**src/rtl/bcd_ex3_pkg.sv**
```systemverilog
// Shared definitions for the packed-BCD to Excess-3 encoder:
// FSM state encoding and the digit-level code constants.
package bcd_ex3_pkg;

    typedef enum logic [1:0] {
        IDLE = 2'd0,
        CONV = 2'd1,
        DONE = 2'd2
    } state_t;

    localparam logic [3:0] EX3_OFFSET  = 4'd3;
    localparam logic [3:0] EX3_INVALID = 4'd0;
    localparam logic [3:0] BCD_MAX     = 4'd9;

endpackage

```
**src/rtl/bcd2ex3_digit.sv**
```systemverilog
// Single-digit BCD to Excess-3 converter (purely combinational).
// Digits above 9 produce 4'b0000, which is not a legal Excess-3 code,
// and raise the invalid flag.
module bcd2ex3_digit
    import bcd_ex3_pkg::*;
(
    input  logic [3:0] bcd,
    output logic [3:0] ex3,
    output logic       invalid
);

    // Add the Excess-3 offset to legal digits; substitute the marker code otherwise.
    always_comb begin
        invalid = (bcd > BCD_MAX);
        ex3     = invalid ? EX3_INVALID : (bcd + EX3_OFFSET);
    end

endmodule

```
**src/rtl/bcd_to_ex3_seq.sv**
```systemverilog
// Multi-digit packed-BCD to Excess-3 encoder.
// A word is accepted in IDLE, converted one digit per clock (LSB digit
// first) through one shared bcd2ex3_digit instance, then held in DONE
// until the downstream handshake.
// Optional build macro: BCD2EX3_ERRCNT_EN adds an 8-bit saturating count
// of completed results that carried an invalid digit (err_count port).
module bcd_to_ex3_seq
    import bcd_ex3_pkg::*;
#(
    parameter int DIGITS = 4
) (
    input  logic                clk,
    input  logic                rst,
    input  logic                in_valid,
    output logic                in_ready,
    input  logic [4*DIGITS-1:0] in_bcd,
    output logic                out_valid,
    input  logic                out_ready,
    output logic [4*DIGITS-1:0] out_ex3,
    output logic                out_err
`ifdef BCD2EX3_ERRCNT_EN
    ,
    output logic [7:0]          err_count
`endif
);

    localparam int W     = 4 * DIGITS;
    localparam int CNT_W = (DIGITS > 1) ? $clog2(DIGITS) : 1;
    localparam logic [CNT_W-1:0] CNT_LAST = CNT_W'(DIGITS - 1);

    state_t           state_reg, state_next;
    logic [W-1:0]     src_reg, src_next;
    logic [W-1:0]     res_reg, res_next;
    logic             err_reg, err_next;
    logic [CNT_W-1:0] cnt_reg, cnt_next;
    logic [W-1:0]     out_ex3_reg, out_ex3_next;
    logic             out_err_reg, out_err_next;

    logic [3:0]       src_nib [DIGITS];
    logic [3:0]       cur_digit;
    logic [3:0]       cur_ex3;
    logic             cur_invalid;
    logic [W-1:0]     res_upd;

    // Split the source word into nibbles and build the result word with
    // only the nibble selected by the digit counter replaced.
    generate
        for (genvar gi = 0; gi < DIGITS; gi++) begin : g_nib
            assign src_nib[gi]        = src_reg[4*gi +: 4];
            assign res_upd[4*gi +: 4] = (cnt_reg == CNT_W'(gi)) ? cur_ex3
                                                                : res_reg[4*gi +: 4];
        end
    endgenerate

    assign cur_digit = src_nib[cnt_reg];

    bcd2ex3_digit u_digit (
        .bcd     (cur_digit),
        .ex3     (cur_ex3),
        .invalid (cur_invalid)
    );

    assign in_ready  = (state_reg == IDLE);
    assign out_valid = (state_reg == DONE);
    assign out_ex3   = out_ex3_reg;
    assign out_err   = out_err_reg;

    // State register.
    always_ff @(posedge clk or posedge rst) begin
        if (rst) begin
            state_reg <= IDLE;
        end else begin
            state_reg <= state_next;
        end
    end

    // Next-state and datapath-update logic for all three states.
    always_comb begin
        state_next   = state_reg;
        src_next     = src_reg;
        res_next     = res_reg;
        err_next     = err_reg;
        cnt_next     = cnt_reg;
        out_ex3_next = out_ex3_reg;
        out_err_next = out_err_reg;
        case (state_reg)
            IDLE: begin
                if (in_valid) begin
                    src_next   = in_bcd;
                    res_next   = '0;
                    err_next   = 1'b0;
                    cnt_next   = '0;
                    state_next = CONV;
                end
            end
            CONV: begin
                res_next = res_upd;
                err_next = err_reg | cur_invalid;
                cnt_next = cnt_reg + CNT_W'(1);
                if (cnt_reg == CNT_LAST) begin
                    // Publish including the digit converted on this very edge.
                    out_ex3_next = res_upd;
                    out_err_next = err_reg | cur_invalid;
                    cnt_next     = '0;
                    state_next   = DONE;
                end
            end
            DONE: begin
                if (out_ready) begin
                    state_next = IDLE;
                end
            end
            default: begin
                state_next = IDLE;
            end
        endcase
    end

    // Datapath registers: source, partial result, sticky error, counter, outputs.
    always_ff @(posedge clk or posedge rst) begin
        if (rst) begin
            src_reg     <= '0;
            res_reg     <= '0;
            err_reg     <= 1'b0;
            cnt_reg     <= '0;
            out_ex3_reg <= '0;
            out_err_reg <= 1'b0;
        end else begin
            src_reg     <= src_next;
            res_reg     <= res_next;
            err_reg     <= err_next;
            cnt_reg     <= cnt_next;
            out_ex3_reg <= out_ex3_next;
            out_err_reg <= out_err_next;
        end
    end

`ifdef BCD2EX3_ERRCNT_EN
    logic [7:0] err_cnt_reg;

    // Count delivered results flagged as erroneous, saturating at 255.
    always_ff @(posedge clk or posedge rst) begin
        if (rst) begin
            err_cnt_reg <= '0;
        end else if (out_valid && out_ready && out_err_reg && (err_cnt_reg != 8'hFF)) begin
            err_cnt_reg <= err_cnt_reg + 8'd1;
        end
    end

    assign err_count = err_cnt_reg;
`endif

endmodule

```
**config.mk**
```make
export PLATFORM = sky130hd
export DESIGN_NAME = bcd_to_ex3_seq
export DESIGN_NICKNAME = d
export VERILOG_FILES = /design/src/rtl/bcd_ex3_pkg.sv /design/src/rtl/bcd2ex3_digit.sv /design/src/rtl/bcd_to_ex3_seq.sv
export SDC_FILE = /design/constraint.sdc
export NUM_CORES = 1
export LEC_CHECK = 0
export ABC_CLOCK_PERIOD_IN_PS = 2700
export BUFFER_PORTS_ARGS = -buffer_cell sky130_fd_sc_hd__buf_4
export CAP_MARGIN = 20
export CORE_MARGIN = 2
export CORE_UTILIZATION = 40
export DETAILED_ROUTE_END_ITERATION = 6
export GPL_TIMING_DRIVEN = 0
export PLACE_DENSITY_LB_ADDON = 0.1
export SYNTH_ARGS = -nofsm -noshare
export SYNTH_HDL_FRONTEND = slang
export SYNTH_HIERARCHICAL = 1
export SYNTH_SLANG_ARGS = --single-unit
```
**constraint.sdc**
```tcl
create_clock -name clk -period 2.7 [get_ports clk]
set_clock_uncertainty 0.05 [all_clocks]
set_input_delay 0.405 -clock clk [delete_from_list [all_inputs] [get_ports clk]]
set_output_delay 0.405 -clock clk [all_outputs]
set_load 0.02 [all_outputs]
```
==> impl_metrics.json, run 1 <==
{
  "utilization_pct": 49.7,
  "worstSetupStartpointType": "flip-flop",
  "track_usage_pct": 17.8,
  "dp_hpwl_um": 3790,
  "num_antenna_cells": 0,
  "post-route-min-period_ns": 2.54,
  "io_pins": 39,
  "dp.cells": 327,
  "r2r_slack_ns": 0.16,
  "grt_pass1_vias": 1832,
  "final-instance-count-excl-fill": 334,
  "outcome": "finished, final reports clean",
  "cp_max_fo": 7,
  "slew_headroom_pct": 63.0,
  "drtIter0Drc": 108,
  "start_util_pct": 41.0,
  "gp_congestion": 0.718,
  "cts_resized": 3,
  "report.final.hold_viol_count": 0,
  "async_flop_share_pct": 100,
  "fmax_mhz": 394,
  "cts_setup_buffers": 0,
  "yosysSeqAreaShare_pct": 52.1,
  "finalSetupTns_ns": 0,
  "nFillCells": 559,
  "multi_input_area_um2": 1080,
  "final.period_utilization_pct": 94.1,
  "numPortBuffers": 38,
  "fin_area_um2": 2910,
  "avgSynthCellArea_um2": 11.3,
  "viasPerCell": 5.07,
  "cpMaxStageDelayCell": "mux4_2",
  "worstPathArrival_ns": 2.67,
  "root_buffer": "clkbuf_8",
  "fp.dieH_um": 81.5,
  "grt_overflow": 0,
  "yosysWarnings": 6,
  "area_growth_pct": 21.0,
  "power.total_mw": 3.82,
  "syn-num-nets": 239,
  "h-tree-depth": 2,
  "core_area_um2": 5850,
  "vdd_ir_drop_max_mv": 0.741,
  "syn_area_um2": 2400,
  "wl_per_cell_um": 15.5,
  "powerDensity_nw_per_um2": 1320,
  "max_stage_delay_ns": 0.54,
  "rsz0062_at_grt": "no",
  "cts_tree": "done",
  "finalSetupViolations": 0,
  "dr.pass1.iters": 4,
  "critPathKind": "reg2reg",
  "clkSlewWorstSetupHoldPaths_ns": 0.09,
  "regArea_um2": 1250,
  "leakage_nw": 1.35,
  "grt_pass1_wl_um": 8880,
  "final-max-slew-violation-count": 0,
  "row_count": 28,
  "dpl_cell_area_um2": 2800,
  "postCtsHoldBufs": 0,
  "drive_gt1_share_pct": 31.7,
  "wl_um": 5180,
  "nNetsFinal": 285,
  "insertion_delay_ns": 0.30,
  "yosys.cell_types.count": 31,
  "worst_pin_slew_ns": 0.554,
  "dieArea_um2": 6640,
  "synthFlopType": "dfrtp_1",
  "drcViolationCount": 0,
  "synth-edff-count": 0,
  "grt_max_degree": 28,
  "num_vias": 1692,
  "cp-end-kind": "flip-flop",
  "cts_max_path_buffers": 2,
  "final_common_cell": "dfrtp_1",
  "cts_made_buffers": 5,
  "synth-seq-cells": 50,
  "hold_path.class": "in2async",
  "worstPathCellList": "buf_2, mux4_2, inv_1, ha_1, xor2_1, o2bb2ai_2, nand2_1, nor2_1, a221o_1",
  "ant_nets": 0,
  "grt_antenna_before_repair": 0,
  "worstPathRequired_ns": 2.83,
  "die_width_um": 81.5,
  "final_cell_mix": "dfrtp_1, buf_4, nand2_1",
  "synth_cells": 213,
  "clock-sinks": 50,
  "maxCapViolations": 0
}
[layer usage]
layer | up-vias | GRT usage, % | wire length [um]
li1 | 840 | - | -
met1 | 809 | 23.3 | 2410
met2 | 37 | 29.5 | 2520
met3 | 6 | 3.41 | 214
met4 | 0 | 6.61 | 43
met5 | - | 0 | 0
[layout make-up]
type                    instances  share of cell area (%)
plain buffers                  10                    2.54
clock buffers                   5                    2.37
clock inverters                 2                   0.345
inverters                       7                   0.904
multi-input cells             146                    37.0
flip-flops and latches         50                    43.1
well taps                      75                    3.23
repair buffers                 39                    10.5
[cells by family (layout without fill, tap and decap cells)]
group | count (synthesis) | count (layout) | share of synthesized area (%)
AO/OA/AOI/OAI | 49 | 49 | 14.5
flip-flops | 50 | 50 | 52.1
multiplexers | 21 | 21 | 11.7
AND/OR/NAND/NOR | 69 | 69 | 14.1
XOR/XNOR | 1 | 1 | 0.365
adder cells (fa/ha/maj) | 6 | 6 | 3.13
buffers and inverters | 17 | 63 | 4.17
[worst paths after layout]
check,from,end,depth (start not counted)
hold / removal,rst,out_ex3[3]$_DFFE_PP0P_,2
max in group asynchronous,rst,src_reg[0]$_DFFE_PP0P_,3
setup / recovery,cnt_reg[0]$_DFFE_PP0P_,res_reg[10]$_DFFE_PP0P_,9
hold reg to reg,out_err$_DFFE_PP0P_,out_err$_DFFE_PP0P_,2
min in group clk,out_ready,state_reg[1]$_DFFE_PP0P_,2
setup reg to reg,cnt_reg[0]$_DFFE_PP0P_,res_reg[10]$_DFFE_PP0P_,9
[critical path: cells and delay by family, from the launching register on]
| kind | cells | cell delay, ns |
|---|---|---|
| mux | 1 | 0.54 |
| flops | 1 | 0.39 |
| xor+xnor | 1 | 0.21 |
| fa+ha+maj | 1 | 0.24 |
| buf+inv | 2 | 0.33 |
| compound gates | 2 | 0.42 |
| simple gates | 2 | 0.22 |
[cells in the mapped netlist (2+ instances only)]
| library cell | instances | area, um2 |
|---|---|---|
| a221o_1 | 12 | 120 |
| buf_4 | 2 | 15.0 |
| a21oi_1 | 17 | 85.1 |
| o21ai_0 | 14 | 70.1 |
| nor2b_1 | 12 | 75.1 |
| inv_1 | 7 | 26.3 |
| ha_1 | 6 | 75.1 |
| nor2_1 | 17 | 63.8 |
| dfrtp_1 | 50 | 1250 |
| buf_6 | 2 | 22.5 |
| mux2_2 | 16 | 180 |
| nand2_1 | 31 | 116 |
| clkbuf_1 | 2 | 7.51 |
| o21bai_4 | 2 | 37.5 |
| mux4_2 | 4 | 90.1 |
| nand2b_1 | 3 | 18.8 |
| buf_2 | 2 | 10.0 |
[stage by stage]
| step | setup WS, ns | hold WS (ns) |
|---|---|---|
| 6_report | 0.160 | 0.0948 |
| 3_5_place_dp | -0.102 | 0.418 |
| 3_3_place_gp | -0.0695 | 0.406 |
| 2_1_floorplan | 0.477 | 0.422 |
| 4_1_cts | 0.0197 | 0.122 |
| 5_1_grt | 0.0149 | 0.131 |
[power breakdown]
group / switching [mW] / internal, mW
Combinational: 1.24 / 0.948
Clock: 0.241 / 0.174
Sequential: 0.163 / 1.05
Total: 1.65 / 2.17
(Power assumes the default switching activity.)
==> run 2, diff against run 1 <==
--- a/config.mk
+++ b/config.mk
@@ -9,10 +9,11 @@
 export BUFFER_PORTS_ARGS = -buffer_cell sky130_fd_sc_hd__buf_4
 export CAP_MARGIN = 20
 export CORE_MARGIN = 2
-export CORE_UTILIZATION = 40
+export CORE_UTILIZATION = 35
 export DETAILED_ROUTE_END_ITERATION = 6
 export GPL_TIMING_DRIVEN = 0
 export PLACE_DENSITY_LB_ADDON = 0.1
+export RECOVER_POWER = 50
 export SYNTH_ARGS = -nofsm -noshare
 export SYNTH_HDL_FRONTEND = slang
 export SYNTH_HIERARCHICAL = 1
==> run 2 against run 1 <==
Effect of this change: critical path depth is the same; combinational power shrank 3%; global-route usage shrank 2.7 points; critical path type unchanged; critical endpoint is now res_reg[11]$_DFFE_PP0P_; largest power group unchanged; fmax grew 0.21%; non-clock buffer count is the same; utilization shrank 6.7 points; total power shrank 1.0%; first-iteration DRC count shrank 36%; clock power grew 8.4%; sequential share of layout area grew 0.32 points; setup slack gained 0.0053 ns; routed wire length shrank 0.54%.
==> impl_metrics.json, run 2 (synthesis gave the netlist of run 1 again) <==
{
  "outcome": "finished, final reports clean",
  "cp-end-kind": "flip-flop",
  "fp.dieH_um": 86.8,
  "vdd_ir_drop_max_mv": 0.489,
  "leakage_nw": 1.32,
  "worstPathArrival_ns": 2.72,
  "critPathKind": "reg2reg",
  "nFillCells": 672,
  "rsz0062_at_grt": "no",
  "gp_congestion": 0.779,
  "drcViolationCount": 0,
  "grt_util_met3_pct": 3.43,
  "h-tree-depth": 2,
  "final.period_utilization_pct": 93.9,
  "regArea_um2": 1250,
  "globalRouteMet2Util_pct": 23.5,
  "wl_per_cell_um": 15.2,
  "dp_hpwl_um": 3750,
  "multi_input_area_um2": 1070,
  "drtIter0Drc": 69,
  "cts_made_buffers": 5,
  "maxCapViolations": 0,
  "row_count": 30,
  "fin_area_um2": 2890,
  "grt_max_degree": 30,
  "track_usage_pct": 15.1,
  "power.total_mw": 3.78,
  "cts_resized": 4,
  "worstSetupStartpointType": "flip-flop",
  "setup_slack_ns": 0.166,
  "final_common_cell": "dfrtp_1",
  "cpMaxStageDelayCell": "mux4_2",
  "insertion_delay_ns": 0.30,
  "powerDensity_nw_per_um2": 1310,
  "wl_um": 5160,
  "final-max-slew-violation-count": 0,
  "clkSlewWorstSetupHoldPaths_ns": 0.09,
  "r2r_slack_ns": 0.17,
  "worst_pin_slew_ns": 0.898,
  "final_cell_mix": "dfrtp_1, buf_4, nand2_1",
  "grt_antenna_before_repair": 0,
  "postCtsHoldBufs": 0,
  "max_stage_delay_ns": 0.54,
  "worstPathCellList": "buf_2, mux4_2, inv_1, ha_1, o21bai_4, mux2i_2, nand2_1, nor2_1, a221o_1",
  "io_pins": 39,
  "area_growth_pct": 20.2,
  "slew_headroom_pct": 40.1,
  "dr.pass1.iters": 4,
  "report.final.hold_viol_count": 0,
  "met1_usage_pct": 21.0,
  "start_util_pct": 35.7,
  "finalSetupViolations": 0,
  "drive_gt1_share_pct": 28.5,
  "ant_nets": 0,
  "post-route-min-period_ns": 2.53,
  "num_vias": 1685,
  "clock-sinks": 50,
  "cp_max_fo": 7,
  "grt_pass1_wl_um": 8710,
  "viasPerCell": 4.96,
  "cts_tree": "done",
  "num_antenna_cells": 0,
  "nNetsFinal": 285,
  "cts_max_path_buffers": 2,
  "gr-max-usage-layer": "met2",
  "core_area_um2": 6720,
  "numPortBuffers": 38,
  "fmax_mhz": 395,
  "dpl_cell_area_um2": 2810,
  "hold_path.class": "in2reg",
  "die_width_um": 86.8,
  "dieArea_um2": 7540,
  "dp_slack_ns": -0.0543,
  "grt_pass1_vias": 1661,
  "grt_overflow": 0,
  "cts_setup_buffers": 0,
  "utilization_pct": 43.0,
  "root_buffer": "clkbuf_8",
  "worstPathRequired_ns": 2.89
}
==> run 2: cell count changes in the layout (fill, tap and decap cells not counted), sizes merged <==
cell	before	now
clkinv	2	1
buf	47	38
clkbuf	7	18
==> run 2: metrics by stage <==
step           hold WS [ns]  cells  setup TNS (ns)
5_1_grt               0.198    340               0
3_5_place_dp          0.411    332          -0.110
3_3_place_gp          0.407    331          -0.216
6_report              0.208    340               0
4_1_cts              0.0867    340               0
2_1_floorplan         0.422    213               0
==> run 2: final cells by class <==
cell class              instances  share of cell area (%)
multi-input cells             146                    37.0
repair buffers                 39                    9.54
flip-flops and latches         50                    43.4
clock buffers                   7                    2.99
plain buffers                  10                    2.56
clock inverters                 1                   0.173
well taps                      80                    3.47
inverters                       7                   0.910
==> run 2: routing by layer <==
metal  wire length [um]  vias up  share of wire, %
li1                   -      837                 -
met1               2570      811                50
met2               2330       33                45
met3                185        4               3.6
met4                 69        0               1.3
met5                  0        -                 0
==> run 2: power breakdown <==
group          internal, mW  switching, mW
registers              1.05          0.159
logic                 0.890           1.23
clock network         0.207          0.243
total                  2.15           1.63
==> run 2: path summary, 6_finish.rpt <==
path | start | to | cells after the start
setup / recovery | cnt_reg[0]$_DFFE_PP0P_ | res_reg[11]$_DFFE_PP0P_ | 9
hold / removal | out_ready | state_reg[1]$_DFFE_PP0P_ | 2
setup reg to reg | cnt_reg[0]$_DFFE_PP0P_ | res_reg[11]$_DFFE_PP0P_ | 9
hold reg to reg | out_ex3[8]$_DFFE_PP0P_ | out_ex3[8]$_DFFE_PP0P_ | 2
max in group asynchronous | rst | cnt_reg[1]$_DFFE_PP0P_ | 3
min in group asynchronous | rst | out_ex3[2]$_DFFE_PP0P_ | 2
==> run 2: critical path: cells and delay by family (launching register included) <==
family	cells	cell delay, ns
adder cells (fa/ha/maj)	1	0.25
AO/OA/AOI/OAI	2	0.25
AND/OR/NAND/NOR	2	0.32
buffers and inverters	2	0.33
multiplexers	2	0.90
flip-flops	1	0.38
==> run 3, diff against run 2 <==
--- a/config.mk
+++ b/config.mk
@@ -9,10 +9,10 @@
 export BUFFER_PORTS_ARGS = -buffer_cell sky130_fd_sc_hd__buf_4
 export CAP_MARGIN = 20
 export CORE_MARGIN = 2
-export CORE_UTILIZATION = 35
+export CORE_UTILIZATION = 55
 export DETAILED_ROUTE_END_ITERATION = 6
 export GPL_TIMING_DRIVEN = 0
-export PLACE_DENSITY_LB_ADDON = 0.1
+export PLACE_DENSITY = 0.85
 export RECOVER_POWER = 50
 export SYNTH_ARGS = -nofsm -noshare
 export SYNTH_HDL_FRONTEND = slang
==> run 3 against run 2 <==
Effect of this change: the flow now finishes with violations (max-capacitance violations, max-slew violations); setup slack lost 0.040 ns; fmax shrank 1.6%; cell area shrank 1.1%; flip-flop and latch count is the same; hold slack lost 0.11 ns; combinational power is essentially flat; die area shrank 35%; count of clock-buffer cells in the layout is the same; non-clock buffer count is the same; register-to-register slack lost 0.04 ns; critical endpoint is now res_reg[3]$_DFFE_PP0P_.
==> impl_metrics.json, run 3 (synthesis gave the netlist of run 1 again) <==
{
  "dpl_cell_area_um2": 2770,
  "rsz0062_at_grt": "no",
  "die_width_um": 70.1,
  "max_stage_delay_ns": 0.63,
  "slew_headroom_pct": -4.65,
  "h-tree-depth": 2,
  "finalSetupTns_ns": 0,
  "num_vias": 1749,
  "vdd_ir_drop_max_mv": 0.639,
  "cts_setup_buffers": 0,
  "cpMaxStageDelayCell": "mux4_2",
  "wl_um": 4960,
  "met3WireLength_um": 259,
  "cts_tree": "done",
  "outcome": "finished, violations left",
  "grt_max_degree": 37,
  "area_growth_pct": 18.9,
  "grt_overflow": 0,
  "powerDensity_nw_per_um2": 1340,
  "track_usage_pct": 22.5,
  "combPwrFrac_pct": 54.7,
  "cts_made_buffers": 5,
  "critPathKind": "reg2reg",
  "ant_nets": 0,
  "cts_max_path_buffers": 2,
  "dp.cells": 304,
  "routed.top_layer": "met4",
  "post-route-min-period_ns": 2.57,
  "hold_path.class": "in2async",
  "report.final.hold_viol_count": 0,
  "postCtsHoldBufs": 0,
  "worstPathRequired_ns": 2.89,
  "grt_pass1_wl_um": 8630,
  "row_count": 24,
  "fmax_mhz": 388,
  "grt_pass1_vias": 1815,
  "internal_power_mw": 2.22,
  "dr.pass1.iters": 4,
  "failed_checks": "max-capacitance violations, max-slew violations",
  "drtIter0Drc": 131,
  "p_clk_share_pct": 13.5,
  "io_pins": 39,
  "maxCapViolations": 1,
  "dieArea_um2": 4910,
  "start_util_pct": 56.3,
  "numPortBuffers": 38,
  "insertion_delay_ns": 0.30,
  "final_cell_mix": "dfrtp_1, nand2_1, buf_4",
  "worstSetupStartpointType": "flip-flop",
  "cp-end-kind": "flip-flop",
  "core_area_um2": 4260,
  "finalSetupViolations": 0,
  "final-max-slew-violation-count": 37,
  "grt_antenna_before_repair": 0,
  "wl_met1_um": 2200,
  "wl_per_cell_um": 15.9,
  "gp_congestion": 0.814,
  "final.period_utilization_pct": 95.4,
  "sw_frac_of_total_pct": 42.2,
  "p_seq_share_pct": 31.8,
  "nNetsFinal": 285,
  "viasPerCell": 5.61,
  "root_buffer": "clkbuf_8",
  "worstPathArrival_ns": 2.77,
  "leakage_nw": 1.33,
  "fin_area_um2": 2850,
  "dp_hpwl_um": 3640,
  "num_antenna_cells": 0,
  "drcViolationCount": 0,
  "fp.dieH_um": 70.1,
  "final_common_cell": "dfrtp_1",
  "p_sw_mw": 1.61,
  "cp_max_fo": 8,
  "clock-sinks": 50,
  "drive_gt1_share_pct": 26.9,
  "worstPathCellList": "mux4_2, inv_1, ha_1, o21bai_4, mux2i_2, nand2_1, nor2_1, a221o_1",
  "clkSlewWorstSetupHoldPaths_ns": 0.09,
  "worst_pin_slew_ns": 1.57,
  "route.met2.wl_um": 2420,
  "final-instance-count-excl-fill": 312,
  "timing.hold.ws_ns": 0.0935
}
[run 3: metrics by stage]
| stage | setup WS [ns] | power (mW) | util [%] |
|---|---|---|---|
| 2_1_floorplan | 0.477 | 2.69 | - |
| 3_5_place_dp | 0.0560 | 3.27 | 65.0 |
| 6_report | 0.125 | 3.83 | 66.9 |
| 4_1_cts | 0.0334 | 3.80 | 67.5 |
| 3_3_place_gp | 0.126 | 3.18 | 64.5 |
| 5_1_grt | 0.0619 | 4.09 | 66.9 |
[run 3: cell type report]
| cell class | count | area (um2) |
|---|---|---|
| Fill cell | 343 | 1410 |
| Sequential cell | 50 | 1250 |
| Multi-Input combinational cell | 146 | 1070 |
| Timing Repair Buffer | 39 | 264 |
| Clock buffer | 7 | 76.3 |
| Buffer | 10 | 73.8 |
| Tap cell | 52 | 65.1 |
| Clock inverter | 1 | 30.0 |
| Inverter | 7 | 26.3 |
[run 3: worst max-delay path: cells and delay by family (launching register included)]
family | cells | cell delay (ns)
AO/OA/AOI/OAI | 2 | 0.25
adder cells (fa/ha/maj) | 1 | 0.26
AND/OR/NAND/NOR | 2 | 0.32
multiplexers | 2 | 0.98
buffers and inverters | 1 | 0.10
flip-flops | 1 | 0.55
[run 3: routing by layer]
layer | vias to the layer above | GRT usage [%]
li1 | 836 | -
met1 | 849 | 29.5
met2 | 54 | 36.8
met3 | 10 | 4.47
met4 | 0 | 8.76
met5 | - | 0
[run 3: timing repair]
| action | CTS | global route |
|---|---|---|
| resized for setup | 0 | 4 |
| setup endpoints to repair | 0 | 7 |
| hold endpoints to repair | 0 | 0 |
[run 3: power groups by stage]
| stage | logic, mW | clock network (mW) | registers, mW |
|---|---|---|---|
| floorplan | 1.39 | 0 | 1.30 |
| global placement | 1.97 | 0 | 1.21 |
| detailed placement | 2.04 | 0 | 1.24 |
| CTS | 2.05 | 0.530 | 1.22 |
| global route | 2.28 | 0.550 | 1.26 |
| finish | 2.09 | 0.518 | 1.22 |
[run 3: worst paths after layout]
check	endpoint	startpoint	depth (start not counted)	slack, ns
hold / removal	out_ex3[1]$_DFFE_PP0P_	rst	2	0.09
min in group clk	state_reg[1]$_DFFE_PP0P_	out_ready	2	0.22
max in group asynchronous	res_reg[9]$_DFFE_PP0P_	rst	3	0.54
hold reg to reg	out_ex3[3]$_DFFE_PP0P_	out_ex3[3]$_DFFE_PP0P_	2	0.43
setup / recovery	res_reg[3]$_DFFE_PP0P_	cnt_reg[1]$_DFFE_PP0P_	8	0.13
setup reg to reg	res_reg[3]$_DFFE_PP0P_	cnt_reg[1]$_DFFE_PP0P_	8	0.13
